==> config.mk <==
export PLATFORM = sky130hd
export DESIGN_NAME = axi_wr_arbiter
export DESIGN_NICKNAME = d
export VERILOG_FILES = /design/src/rtl/axi_arb_pkg.sv /design/src/rtl/rr_arbiter.sv /design/src/rtl/axi_wr_arbiter.sv
export SDC_FILE = /design/constraint.sdc
export NUM_CORES = 1
export LEC_CHECK = 0
export CORE_AREA = 8 8 140 142
export CTS_CLUSTER_SIZE = 25
export DETAILED_ROUTE_END_ITERATION = 8
export DIE_AREA = 0 0 148 150
export HOLD_SLACK_MARGIN = 0.08
export PLACE_DENSITY = 0.67
export RECOVER_POWER = 100
export SLEW_MARGIN = 20
export SYNTH_ARGS = -nofsm -noshare
export SYNTH_HDL_FRONTEND = slang
export SYNTH_SLANG_ARGS = --single-unit
==> constraint.sdc <==
create_clock -name clk -period 2.7 [get_ports clk]
set_input_delay 0.27 -clock clk [delete_from_list [all_inputs] [get_ports clk]]
set_output_delay 0.27 -clock clk [all_outputs]
set_load 0.05 [all_outputs]
==> src/rtl/axi_arb_pkg.sv <==
// ---------------------------------------------------------------------------
// axi_arb_pkg
// Shared types and constants for the AXI write-channel arbiter.
//   arb_state_e : arbiter FSM states (IDLE, ADDR, DATA, RESP)
//   BURST_*     : AXI AxBURST encodings
//   RESP_*      : AXI xRESP encodings
// ---------------------------------------------------------------------------
package axi_arb_pkg;

    typedef enum logic [1:0] {
        IDLE = 2'd0,
        ADDR = 2'd1,
        DATA = 2'd2,
        RESP = 2'd3
    } arb_state_e;

    localparam logic [1:0] BURST_FIXED = 2'b00;
    localparam logic [1:0] BURST_INCR  = 2'b01;
    localparam logic [1:0] BURST_WRAP  = 2'b10;

    localparam logic [1:0] RESP_OKAY   = 2'b00;
    localparam logic [1:0] RESP_EXOKAY = 2'b01;
    localparam logic [1:0] RESP_SLVERR = 2'b10;
    localparam logic [1:0] RESP_DECERR = 2'b11;

endpackage

==> src/rtl/rr_arbiter.sv <==
// ---------------------------------------------------------------------------
// rr_arbiter
// Combinational round-robin picker: returns the first set request bit found
// searching upward from ptr_i+1 (mod NREQ).
//   req_i   in  NREQ  request vector
//   ptr_i   in  IW    index of the last winner
//   en_i    in  1     enable; all outputs 0 when low
//   grant_o out NREQ  one-hot winner
//   idx_o   out IW    encoded winner
//   any_o   out 1     a winner exists
// ---------------------------------------------------------------------------
module rr_arbiter #(
    parameter int unsigned NREQ = 2,
    parameter int unsigned IW   = 1
) (
    input  logic [NREQ-1:0] req_i,
    input  logic [IW-1:0]   ptr_i,
    input  logic            en_i,
    output logic [NREQ-1:0] grant_o,
    output logic [IW-1:0]   idx_o,
    output logic            any_o
);

    logic [IW-1:0] cand;
    logic          found;

    always_comb begin
        grant_o = '0;
        idx_o   = '0;
        found   = 1'b0;
        cand    = '0;
        if (en_i) begin
            // i runs 1..NREQ so the previous winner is examined last
            for (int unsigned i = 1; i <= NREQ; i++) begin
                cand = IW'((32'(ptr_i) + i) % NREQ);
                if (!found && req_i[cand]) begin
                    found         = 1'b1;
                    grant_o[cand] = 1'b1;
                    idx_o         = cand;
                end
            end
        end
        any_o = found;
    end

endmodule

==> src/rtl/axi_wr_arbiter.sv <==
// ---------------------------------------------------------------------------
// axi_wr_arbiter
// Shares one AXI write master channel (AW/W/B) among NREQ requesters.
// One burst at a time, round-robin, grant held until the B handshake.
// Ports:
//   clk, rst                          clock, async active-high reset
//   req_aw*  (valid/ready/addr/len/size/burst)   per-requester AW, packed
//   req_w*   (data/strb/valid/ready)             per-requester W, packed
//   req_b*   (resp/valid/ready)                  per-requester B, packed
//   axi_aw*  registered AW beat to the shared port
//   axi_w*   W muxed from the granted requester, wlast from a beat counter
//   axi_b*   B routed back to the granted requester
//   grant    one-hot owner (0 in IDLE), busy = not IDLE
// ---------------------------------------------------------------------------
module axi_wr_arbiter
    import axi_arb_pkg::*;
#(
    parameter int unsigned NREQ = 2,
    parameter int unsigned AW   = 32,
    parameter int unsigned DW   = 64
) (
    input  logic                   clk,
    input  logic                   rst,
    input  logic [NREQ-1:0]        req_awvalid,
    output logic [NREQ-1:0]        req_awready,
    input  logic [NREQ*AW-1:0]     req_awaddr,
    input  logic [NREQ*8-1:0]      req_awlen,
    input  logic [NREQ*3-1:0]      req_awsize,
    input  logic [NREQ*2-1:0]      req_awburst,
    input  logic [NREQ*DW-1:0]     req_wdata,
    input  logic [NREQ*DW/8-1:0]   req_wstrb,
    input  logic [NREQ-1:0]        req_wvalid,
    output logic [NREQ-1:0]        req_wready,
    output logic [NREQ*2-1:0]      req_bresp,
    output logic [NREQ-1:0]        req_bvalid,
    input  logic [NREQ-1:0]        req_bready,
    output logic [AW-1:0]          axi_awaddr,
    output logic [7:0]             axi_awlen,
    output logic [2:0]             axi_awsize,
    output logic [1:0]             axi_awburst,
    output logic                   axi_awvalid,
    input  logic                   axi_awready,
    output logic [DW-1:0]          axi_wdata,
    output logic [DW/8-1:0]        axi_wstrb,
    output logic                   axi_wlast,
    output logic                   axi_wvalid,
    input  logic                   axi_wready,
    input  logic [1:0]             axi_bresp,
    input  logic                   axi_bvalid,
    output logic                   axi_bready,
    output logic [NREQ-1:0]        grant,
    output logic                   busy
);

    localparam int unsigned IW = $clog2(NREQ);
    localparam int unsigned SW = DW / 8;

    arb_state_e    state_q, state_d;
    logic [IW-1:0] g_q, g_d;
    logic [IW-1:0] rr_ptr_q, rr_ptr_d;
    logic [7:0]    beat_cnt_q, beat_cnt_d;
    logic [AW-1:0] awaddr_q, awaddr_d;
    logic [7:0]    awlen_q, awlen_d;
    logic [2:0]    awsize_q, awsize_d;
    logic [1:0]    awburst_q, awburst_d;

    logic [NREQ-1:0] arb_grant;
    logic [IW-1:0]   arb_idx;
    logic            arb_any;
    logic            w_hs;
    logic            b_hs;

    rr_arbiter #(
        .NREQ (NREQ),
        .IW   (IW)
    ) u_rr (
        .req_i   (req_awvalid),
        .ptr_i   (rr_ptr_q),
        .en_i    (state_q == IDLE),
        .grant_o (arb_grant),
        .idx_o   (arb_idx),
        .any_o   (arb_any)
    );

    assign axi_awaddr  = awaddr_q;
    assign axi_awlen   = awlen_q;
    assign axi_awsize  = awsize_q;
    assign axi_awburst = awburst_q;
    // awvalid is a decode of the state register, so it is registered
    assign axi_awvalid = (state_q == ADDR);
    assign busy        = (state_q != IDLE);

    // Datapath muxing; every routed signal is forced to 0 outside its phase
    always_comb begin
        req_awready = '0;
        req_wready  = '0;
        req_bvalid  = '0;
        req_bresp   = '0;
        grant       = '0;
        axi_wvalid  = 1'b0;
        axi_wdata   = '0;
        axi_wstrb   = '0;
        axi_wlast   = 1'b0;
        axi_bready  = 1'b0;
        unique case (state_q)
            IDLE: req_awready = arb_grant;
            DATA: begin
                axi_wvalid     = req_wvalid[g_q];
                axi_wdata      = req_wdata[g_q*DW +: DW];
                axi_wstrb      = req_wstrb[g_q*SW +: SW];
                axi_wlast      = (beat_cnt_q == 8'd0);
                req_wready[g_q] = axi_wready;
            end
            RESP: begin
                req_bvalid[g_q]        = axi_bvalid;
                req_bresp[g_q*2 +: 2]  = axi_bresp;
                axi_bready             = req_bready[g_q];
            end
            default: ;
        endcase
        if (state_q != IDLE) begin
            grant[g_q] = 1'b1;
        end
    end

    assign w_hs = axi_wvalid & axi_wready;
    assign b_hs = axi_bvalid & axi_bready;

    always_comb begin
        state_d    = state_q;
        g_d        = g_q;
        rr_ptr_d   = rr_ptr_q;
        beat_cnt_d = beat_cnt_q;
        awaddr_d   = awaddr_q;
        awlen_d    = awlen_q;
        awsize_d   = awsize_q;
        awburst_d  = awburst_q;
        unique case (state_q)
            IDLE: begin
                if (arb_any) begin
                    g_d       = arb_idx;
                    awaddr_d  = req_awaddr[arb_idx*AW +: AW];
                    awlen_d   = req_awlen[arb_idx*8 +: 8];
                    awsize_d  = req_awsize[arb_idx*3 +: 3];
                    awburst_d = req_awburst[arb_idx*2 +: 2];
                    state_d   = ADDR;
                end
            end
            ADDR: begin
                if (axi_awready) begin
                    beat_cnt_d = awlen_q;
                    state_d    = DATA;
                end
            end
            DATA: begin
                // beat_cnt counts remaining beats after the current one
                if (w_hs) begin
                    if (beat_cnt_q == 8'd0) begin
                        state_d = RESP;
                    end else begin
                        beat_cnt_d = beat_cnt_q - 8'd1;
                    end
                end
            end
            RESP: begin
                if (b_hs) begin
                    rr_ptr_d = g_q;
                    state_d  = IDLE;
                end
            end
            default: state_d = IDLE;
        endcase
    end

    always_ff @(posedge clk or posedge rst) begin
        if (rst) begin
            state_q    <= IDLE;
            g_q        <= '0;
            rr_ptr_q   <= IW'(NREQ - 1);
            beat_cnt_q <= '0;
            awaddr_q   <= '0;
            awlen_q    <= '0;
            awsize_q   <= '0;
            awburst_q  <= '0;
        end else begin
            state_q    <= state_d;
            g_q        <= g_d;
            rr_ptr_q   <= rr_ptr_d;
            beat_cnt_q <= beat_cnt_d;
            awaddr_q   <= awaddr_d;
            awlen_q    <= awlen_d;
            awsize_q   <= awsize_d;
            awburst_q  <= awburst_d;
        end
    end

endmodule

Yosys cells after proc, flatten, opt, wreduce, memory -nomap -nowiden. Index checks and enable logic that the tools add are counted.

Bits in registers: 57. Bits of input ports: 247.

Add/sub/neg operators: 4. Multipliers: 1. $lt $le $gt $ge: 6. Eq/ne operators: 9. Shifts and indexed selects: 8. Multiplexer cells: 44. Bitwise operators: 6. Reductions and logical operators: 13.

Operators by type and width (count): 128-bit by 8-bit indexed part select with 64-bit output (1); 64-bit 2-to-1 mux (1); 64-bit by 7-bit indexed part select with 32-bit output (1); 2-bit negator with 34-bit output (1); 2-bit by 34-bit variable shift with 4-bit output (first input constant) (1); 2-bit by 34-bit indexed part select with 4-bit output (1); 8-bit 2-to-1 mux (4); 16-bit by 5-bit indexed part select with 8-bit output (2); 2-bit 2-to-1 mux (12); 1-bit 2-to-1 mux (21); 8-bit case mux with 2 select lines (1); 2-bit inequality test (second input constant) (5); 8-bit logical NOT (1); 2-bit case mux with 4 select lines (1); 8-bit by 1-bit subtractor with 8-bit output (second input constant) (1); 1-bit by 2-bit less-than comparator with 1-bit output (second input constant) (3); 6-bit by 4-bit indexed part select with 3-bit output (1); 5-bit AND reduction (1); 2-bit bitwise AND (2); 4-bit bitwise AND (1); 2-bit == test (second input constant) (2); 1-bit logical AND (4); 4-bit 2-to-1 mux (1); 2-bit AND reduction (2); other kinds (13) (20).

Depth between registers and ports, before layout. Gate-level depths: netlist (run 1).

Depth after elaboration: 11. Gate-level depth with buffers: 8.

By module. Synthesis (run 1) repeated with hierarchy kept, for this count alone.

Cells, all modules: 468. Area, all modules: 4106.4 um^2.

Modules (own cells, without submodules): axi_wr_arbiter (times used 1, cells an instance 461, area each 4072.7 um^2, sequential area each 1427.6 um^2); rr_arbiter (times used 1, cells an instance 7, area each 33.8 um^2, sequential area each 0.0 um^2).

Worst setup path after synthesis (run 1). OpenSTA, ideal clock, no wires.

Path type: reg2out. Start: register state_q[0]. End: output axi_wdata[23]. Data arrival time: 2.117 ns. Setup slack: 0.313 ns. Stages on the path, launching flop included: 9. Buffers on the path: 4. Cells stage by stage: dfrtp_1 -> inv_1 -> ha_1 -> buf_2 -> inv_1 -> clkbuf_1 -> clkbuf_1 -> buf_1 -> nor2_1.

Word-level cells in the longest chain between the ends: 2.

Ends and longest elaborated chain: start: declaration (line axi_wr_arbiter.sv:58) `arb_state_e state_q, state_d;`; start signal: assignment (line axi_wr_arbiter.sv:186) `state_q <= state_d;`; 2-bit == test (line axi_wr_arbiter.sv:105) `unique case (state_q)`; 64-bit 2-to-1 mux (line axi_wr_arbiter.sv:105); end: declaration (line axi_wr_arbiter.sv:43) `output logic [DW-1:0] axi_wdata,`.

No other way between the ends.

Final worst setup path (run 1).
Start: register g_q. End: output grant[0].

Word-level cells in the longest chain between the ends: 5.

Ends and longest elaborated chain: start: declaration (line axi_wr_arbiter.sv:59) `logic [IW-1:0] g_q, g_d;`; start signal: assignment (line axi_wr_arbiter.sv:187) `g_q <= g_d;`; 1-bit by 2-bit less-than comparator with 1-bit output (not written as such) or 1-bit greater-or-equal comparator (tied branches) (line axi_wr_arbiter.sv:122) `grant[g_q] = 1'b1;`; 1-bit logical AND (not written as such) (line axi_wr_arbiter.sv:122); 1-bit 2-to-1 mux (not written as such) (line axi_wr_arbiter.sv:122); 1-bit demux with 1-bit select (*) (line axi_wr_arbiter.sv:122); 2-bit 2-to-1 mux (*) (line axi_wr_arbiter.sv:121) `if (state_q != IDLE) begin`; end: declaration (line axi_wr_arbiter.sv:51) `output logic [NREQ-1:0] grant,`.

Every way passes the cells marked *; elsewhere a longest branch is shown, timed or not.

==> results of run 1 <==
[area by class of cell]
type / instances / area (µm²) / share of cell area, %
timing repair buffer: 390 / 3520 / 44.6
sequential: 57 / 1430 / 18.1
clock buffer: 11 / 243 / 3.08
antenna: 2 / 5.00 / 0.0634
multi-input combinational: 369 / 2290 / 29.0
inverter: 11 / 41.3 / 0.523
tap: 229 / 287 / 3.63
clock inverter: 5 / 78.8 / 0.999
[sequential cells by signal, summed over array words and instances, names as in the netlist]
name / flops
axi_awaddr: 32
axi_awburst: 2
axi_awlen: 8
axi_awsize: 3
beat_cnt_q: 8
g_q: 1
rr_ptr_q: 1
state_q: 2
[power groups by stage]
stage          registers (mW)  clock network [mW]  logic (mW)
2_1_floorplan            2.57                   0        3.59
3_3_place_gp             1.55                   0        8.13
3_5_place_dp             1.57                   0        8.17
4_1_cts                  1.57                1.26        8.19
5_1_grt                  1.60                1.30        7.08
6_report                 1.54                1.22        6.64
[path summary, 6_finish.rpt]
path,slack [ps],from,to
min in group asynchronous,620,rst,axi_awlen[7]$_DFFE_PP0P_
min,470,axi_awaddr[15]$_DFFE_PP0P_,axi_awaddr[15]$_DFFE_PP0P_
max reg2reg,300,beat_cnt_q[0]$_DFFE_PP0P_,beat_cnt_q[3]$_DFFE_PP0P_
min reg2reg,470,axi_awaddr[15]$_DFFE_PP0P_,axi_awaddr[15]$_DFFE_PP0P_
max in group asynchronous,590,rst,g_q$_DFFE_PP0P_
max,140,g_q$_DFFE_PP0P_,grant[0]
[worst reg2reg max path: stages, from the launching register on]
cell,delay (ps)
dfrtp_1,410
inv_1,110
ha_1,170
nor4b_1,610
a2111oi_1,300
nor2_1,490
a2bb2oi_1,230
[cell families after synthesis]
| logic type | count (synthesis) | synth area share [%] |
|---|---|---|
| compound gates | 122 | 18.9 |
| simple gates | 164 | 17.7 |
| fa+ha+maj | 7 | 2.23 |
| buf+inv | 51 | 5.29 |
| flops | 57 | 36.4 |
| mux | 76 | 19.5 |
[layer usage]
layer  up-vias  share of wire (%)
li1       2424                  -
met1      2226                 40
met2       253                 49
met3        21                9.2
met4         2                1.5
met5         -              0.037
[synth_stat cells]
master	n	area, µm²
buf_2	13	65.1
a21oi_1	4	20.0
a22oi_1	1	7.51
or3_1	2	12.5
dfrtp_1	56	1400
clkbuf_1	20	75.1
nor4_1	1	6.26
nor2b_1	3	18.8
inv_1	11	41.3
nand3b_1	1	7.51
or3b_2	1	8.76
nor3_1	5	25.0
o21ai_1	1	5.00
mux2i_1	74	741
mux2_2	2	22.5
o22ai_1	47	294
o2bb2ai_1	4	35.0
a31o_2	1	8.76
or4b_1	1	10.0
a2bb2oi_1	4	35.0
o21ai_0	49	245
a21boi_0	1	7.51
and2_1	4	25.0
nand2_1	51	191
a21bo_2	1	10.0
a32oi_1	1	8.76
a31oi_1	2	12.5
nor2_1	85	319
a21o_1	3	22.5
dfstp_2	1	26.3
ha_1	7	87.6
buf_1	7	26.3
nand4b_1	1	8.76
nor4b_2	1	15.0
a2111oi_2	1	15.0
o31ai_1	1	7.51
nand3_1	2	10.0
a211oi_1	1	7.51
and3_1	6	37.5
[through the flow]
stage | area (µm²) | total power [mW] | util [%] | hold slack [ps]
2_1_floorplan | 3920 | 6.17 | - | 428
3_3_place_gp | 8710 | 9.68 | 49.7 | 459
3_5_place_dp | 8710 | 9.74 | 49.7 | 469
4_1_cts | 9030 | 11.0 | 51.5 | 342
5_1_grt | 7890 | 9.98 | 45.0 | 489
6_report | 7890 | 9.41 | 45.0 | 469
==> flow_summary.yaml, run 1 <==
run_status:
  status: "finished clean"
floorplan:
  die-height_um: 150
  start_util_pct: 22.4
  die_width_um: 148
  ios: 381
  std_cell_rows: 49
  core-area_um2: 17500
  die-area_um2: 22200
global_route:
  grt_pass1_vias: 5096
  grt_max_degree: 92
  grt.busiest_layer: "met2"
  grt_overflow_total: 0
  grt_usage_pct: 18.8
  grt_util_met1_pct: 21.4
  grt_pass1_wl_um: 31700
  globalRouteMet2Util_pct: 32.6
  antenna_found_initial: 2
  use_met3_pct: 6.77
layout:
  stdcell_count: 1074
  drive_above_1_share_pct: 12.3
  syn2layout_area_growth_pct: 101
  nets: 1092
  final_cell_mix: "clkdlybuf4s50_1, nor2_1, mux2i_1"
  mostFrequentLayoutCell: "clkdlybuf4s50_1"
  fillers: 1758
route:
  drtPass1Iterations: 4
  ant_nets: 0
  drc: 0
  drt-initial-drc-count: 146
  via_per_inst: 4.59
  postRouteWirelength_um: 21900
  vias: 4926
  wl_per_cell_um: 20.3
pwr:
  p_clk_share_pct: 13.0
  pwr_density_cell_nw_per_um2: 1190
  comb_power_share_pct: 70.6
  vdd_drop_max_mv: 0.501
  switching_share_pct: 56.5
  leakagePower_nw: 3.47
  internal_power_mw: 4.09
  switchingPower_mw: 5.32
  p_seq_share_pct: 16.4
timing:
  slew_viol_final: 0
  setup_viol: 0
  final.setup.worst_slack_ps: 141
  max-slew-margin-rel_pct: 33.1
  fin_skew_ps: 12.1
  clock.fmax_ghz: 0.391
  setup_tns_ps: 0
  fin_crit_ps: 2560
  grt_setup_unrepaired: "no"
  finalHoldViolCount: 0
  worst_pin_slew_ps: 1000
  period_share_pct: 94.8
yosys:
  postSynthCellCount: 477
  yosysUniqueCellTypes: 39
  ys_ff_latch: 57
  synth-seq-area-share_pct: 36.4
  yosysWarningCount: 0
  syn_area_um2: 3920
  syn-mean-instance-area_um2: 8.23
  syn-num-nets: 731
worst_setup_path:
  slowest_stage: "clkdlybuf4s50_1"
  worstPathRequired_ps: 2430
  r2r_cells: 6
  critical_path_buf_inv_count: 2
  crit_family: "buffers and inverters"
  cp-start-kind: "register"
  worstSetupPathDepth: 3
  cpPeakStageDelay_ps: 840
  arrival_ps: 2290
  crit_fanout: 19
  cp_cell_sequence: "clkbuf_2, nor2_1, clkdlybuf4s50_1"
  cp-end-kind: "output port"
  critical_path_class: "register to output port"
clock_tree:
  cts-resized-gates: 0
  clkLatencyLatePin_ps: 320
  cts_setup_buffers: 0
  cts_root_buf: "clkbuf_16"
  clk_pin_slew_ps: 50
  cts_buffers: 9
  htree_levels: 3
  cts_sinks: 57
  clockBufferDepth: 2
  cts_tree: "yes"
  hold_buffers: 0
worst_hold_path:
  hold_class: "register to register"
  hold_depth: 2
placed_design:
  dp_hpwl_um: 18100
  gp_congestion: 0.873
  port_buffers: 380
  dp.cells: 1056
  pre_cts_ws_ps: 477
job:
  maxCapViolCount: 0
No activity file was read; power rests on OpenSTA's default activity.
==> inputs of run 2 (changes only) <==
Settings changed: CAP_MARGIN set to 0, CORE_AREA 8 8 140 142 to 3 3 147 149, DIE_AREA 0 0 148 150 to 0 0 150 152, PLACE_DENSITY 0.67 to 0.59, SLEW_MARGIN 20 to 15.
==> flow_summary.yaml, run 2 (synthesis results as in run 1) <==
run_status:
  status: "finished clean"
clock_tree:
  cts_root_buf: "clkbuf_16"
  htree_levels: 3
  cts_setup_buffers: 0
  clkLatencyLatePin_ps: 320
  clk_pin_slew_ps: 50
  cts_sinks: 57
  hold_buffers: 0
  clockBufferDepth: 2
  cts-resized-gates: 0
  cts_tree: "yes"
  cts_buffers: 9
floorplan:
  std_cell_rows: 52
  ios: 381
  core-area_um2: 20300
  die-area_um2: 22800
  start_util_pct: 19.3
  die-height_um: 152
  die_width_um: 150
placed_design:
  dp.cells: 1097
  gp_congestion: 0.855
  dpl_cell_area_um2: 8760
  dp_hpwl_um: 17200
  pre_cts_ws_ps: 527
  port_buffers: 380
timing:
  worst_pin_slew_ps: 1370
  clock.fmax_ghz: 0.396
  finalHoldViolCount: 0
  setup_tns_ps: 0
  final.setup.worst_slack_ps: 175
  setup_viol: 0
  fin_skew_ps: 5.24
  period_share_pct: 93.5
  whs_ps: 469
  fin_crit_ps: 2530
  grt_setup_unrepaired: "no"
  max-slew-margin-rel_pct: 8.90
  slew_viol_final: 0
layout:
  syn2layout_area_growth_pct: 104
  drive_above_1_share_pct: 11.5
  final_cell_mix: "clkdlybuf4s50_1, nor2_1, mux2i_1"
  nets: 1092
  mostFrequentLayoutCell: "clkdlybuf4s50_1"
  finish.utilization_pct: 39.5
  stdcell_count: 1117
  fillers: 2130
  seq_area_um2: 1430
  largest_register_ffs: 32
  final_area_um2: 8020
  multi_input_area_um2: 2290
worst_setup_path:
  worstPathRequired_ps: 2430
  cp-end-kind: "output port"
  cpPeakStageDelay_ps: 880
  arrival_ps: 2260
  cp_cell_sequence: "inv_1, ha_1, nand2_1, a21oi_1, dlygate4sd3_1"
  crit_fanout: 6
  critical_path_class: "register to output port"
  slowest_stage: "dlygate4sd3_1"
  cp-start-kind: "register"
global_route:
  grt_usage_pct: 17.0
  grt_pass1_vias: 4663
  antenna_found_initial: 6
  grt_overflow_total: 0
  grt_pass1_wl_um: 29600
  grt_max_degree: 92
route:
  via_per_inst: 4.37
  vias: 4880
  drtPass1Iterations: 4
  ant_nets: 0
  wl_per_cell_um: 18.6
  drt-initial-drc-count: 88
  postRouteWirelength_um: 20800
  drc: 0
pwr:
  total_power_mw: 9.41
  vdd_drop_max_mv: 0.467
  leakagePower_nw: 3.57
  pwr_density_cell_nw_per_um2: 1170
worst_hold_path:
  hold_class: "register to register"
job:
  maxCapViolCount: 0
run 2: area by class of cell:
| type | instances | area share, % |
|---|---|---|
| Sequential cell | 57 | 17.8 |
| Multi-Input combinational cell | 369 | 28.5 |
| Clock buffer | 12 | 3.32 |
| Tap cell | 270 | 4.21 |
| Timing Repair Buffer | 390 | 44.8 |
| Inverter | 11 | 0.515 |
| Antenna cell | 4 | 0.125 |
| Clock inverter | 4 | 0.624 |
run 2: path summary, 6_finish.rpt:
kind	from	slack, ps	cells past startpoint	to
setup / recovery	state_q[1]$_DFFE_PP0P_	170	5	req_awready[0]
hold reg to reg	axi_awsize[2]$_DFFE_PP0P_	470	2	axi_awsize[2]$_DFFE_PP0P_
hold / removal	axi_awsize[2]$_DFFE_PP0P_	470	2	axi_awsize[2]$_DFFE_PP0P_
setup reg to reg	beat_cnt_q[0]$_DFFE_PP0P_	340	6	beat_cnt_q[1]$_DFFE_PP0P_
max in group asynchronous	rst	520	3	axi_awlen[5]$_DFFE_PP0P_
min in group asynchronous	rst	490	2	axi_awaddr[18]$_DFFE_PP0P_
run 2: per-layer routing:
metal	track usage, %	wire [µm]
met1	19.9	8430
met3	6.14	2090
met5	0	26
met2	28.9	10000
met4	4.88	203
run 2: critical path, delay by kind of cell (launching register included):
family / cells / cell delay (ps)
flops: 1 / 410
simple gates: 1 / 80
buf+inv: 2 / 1000
fa+ha+maj: 1 / 330
compound gates: 1 / 110
run 2: where the power goes:
| part | leakage, nW | switching, mW | internal, mW |
|---|---|---|---|
| Sequential | 0.706 | 0.275 | 1.27 |
| Clock | 0.151 | 0.404 | 0.788 |
| Combinational | 2.71 | 4.64 | 2.04 |
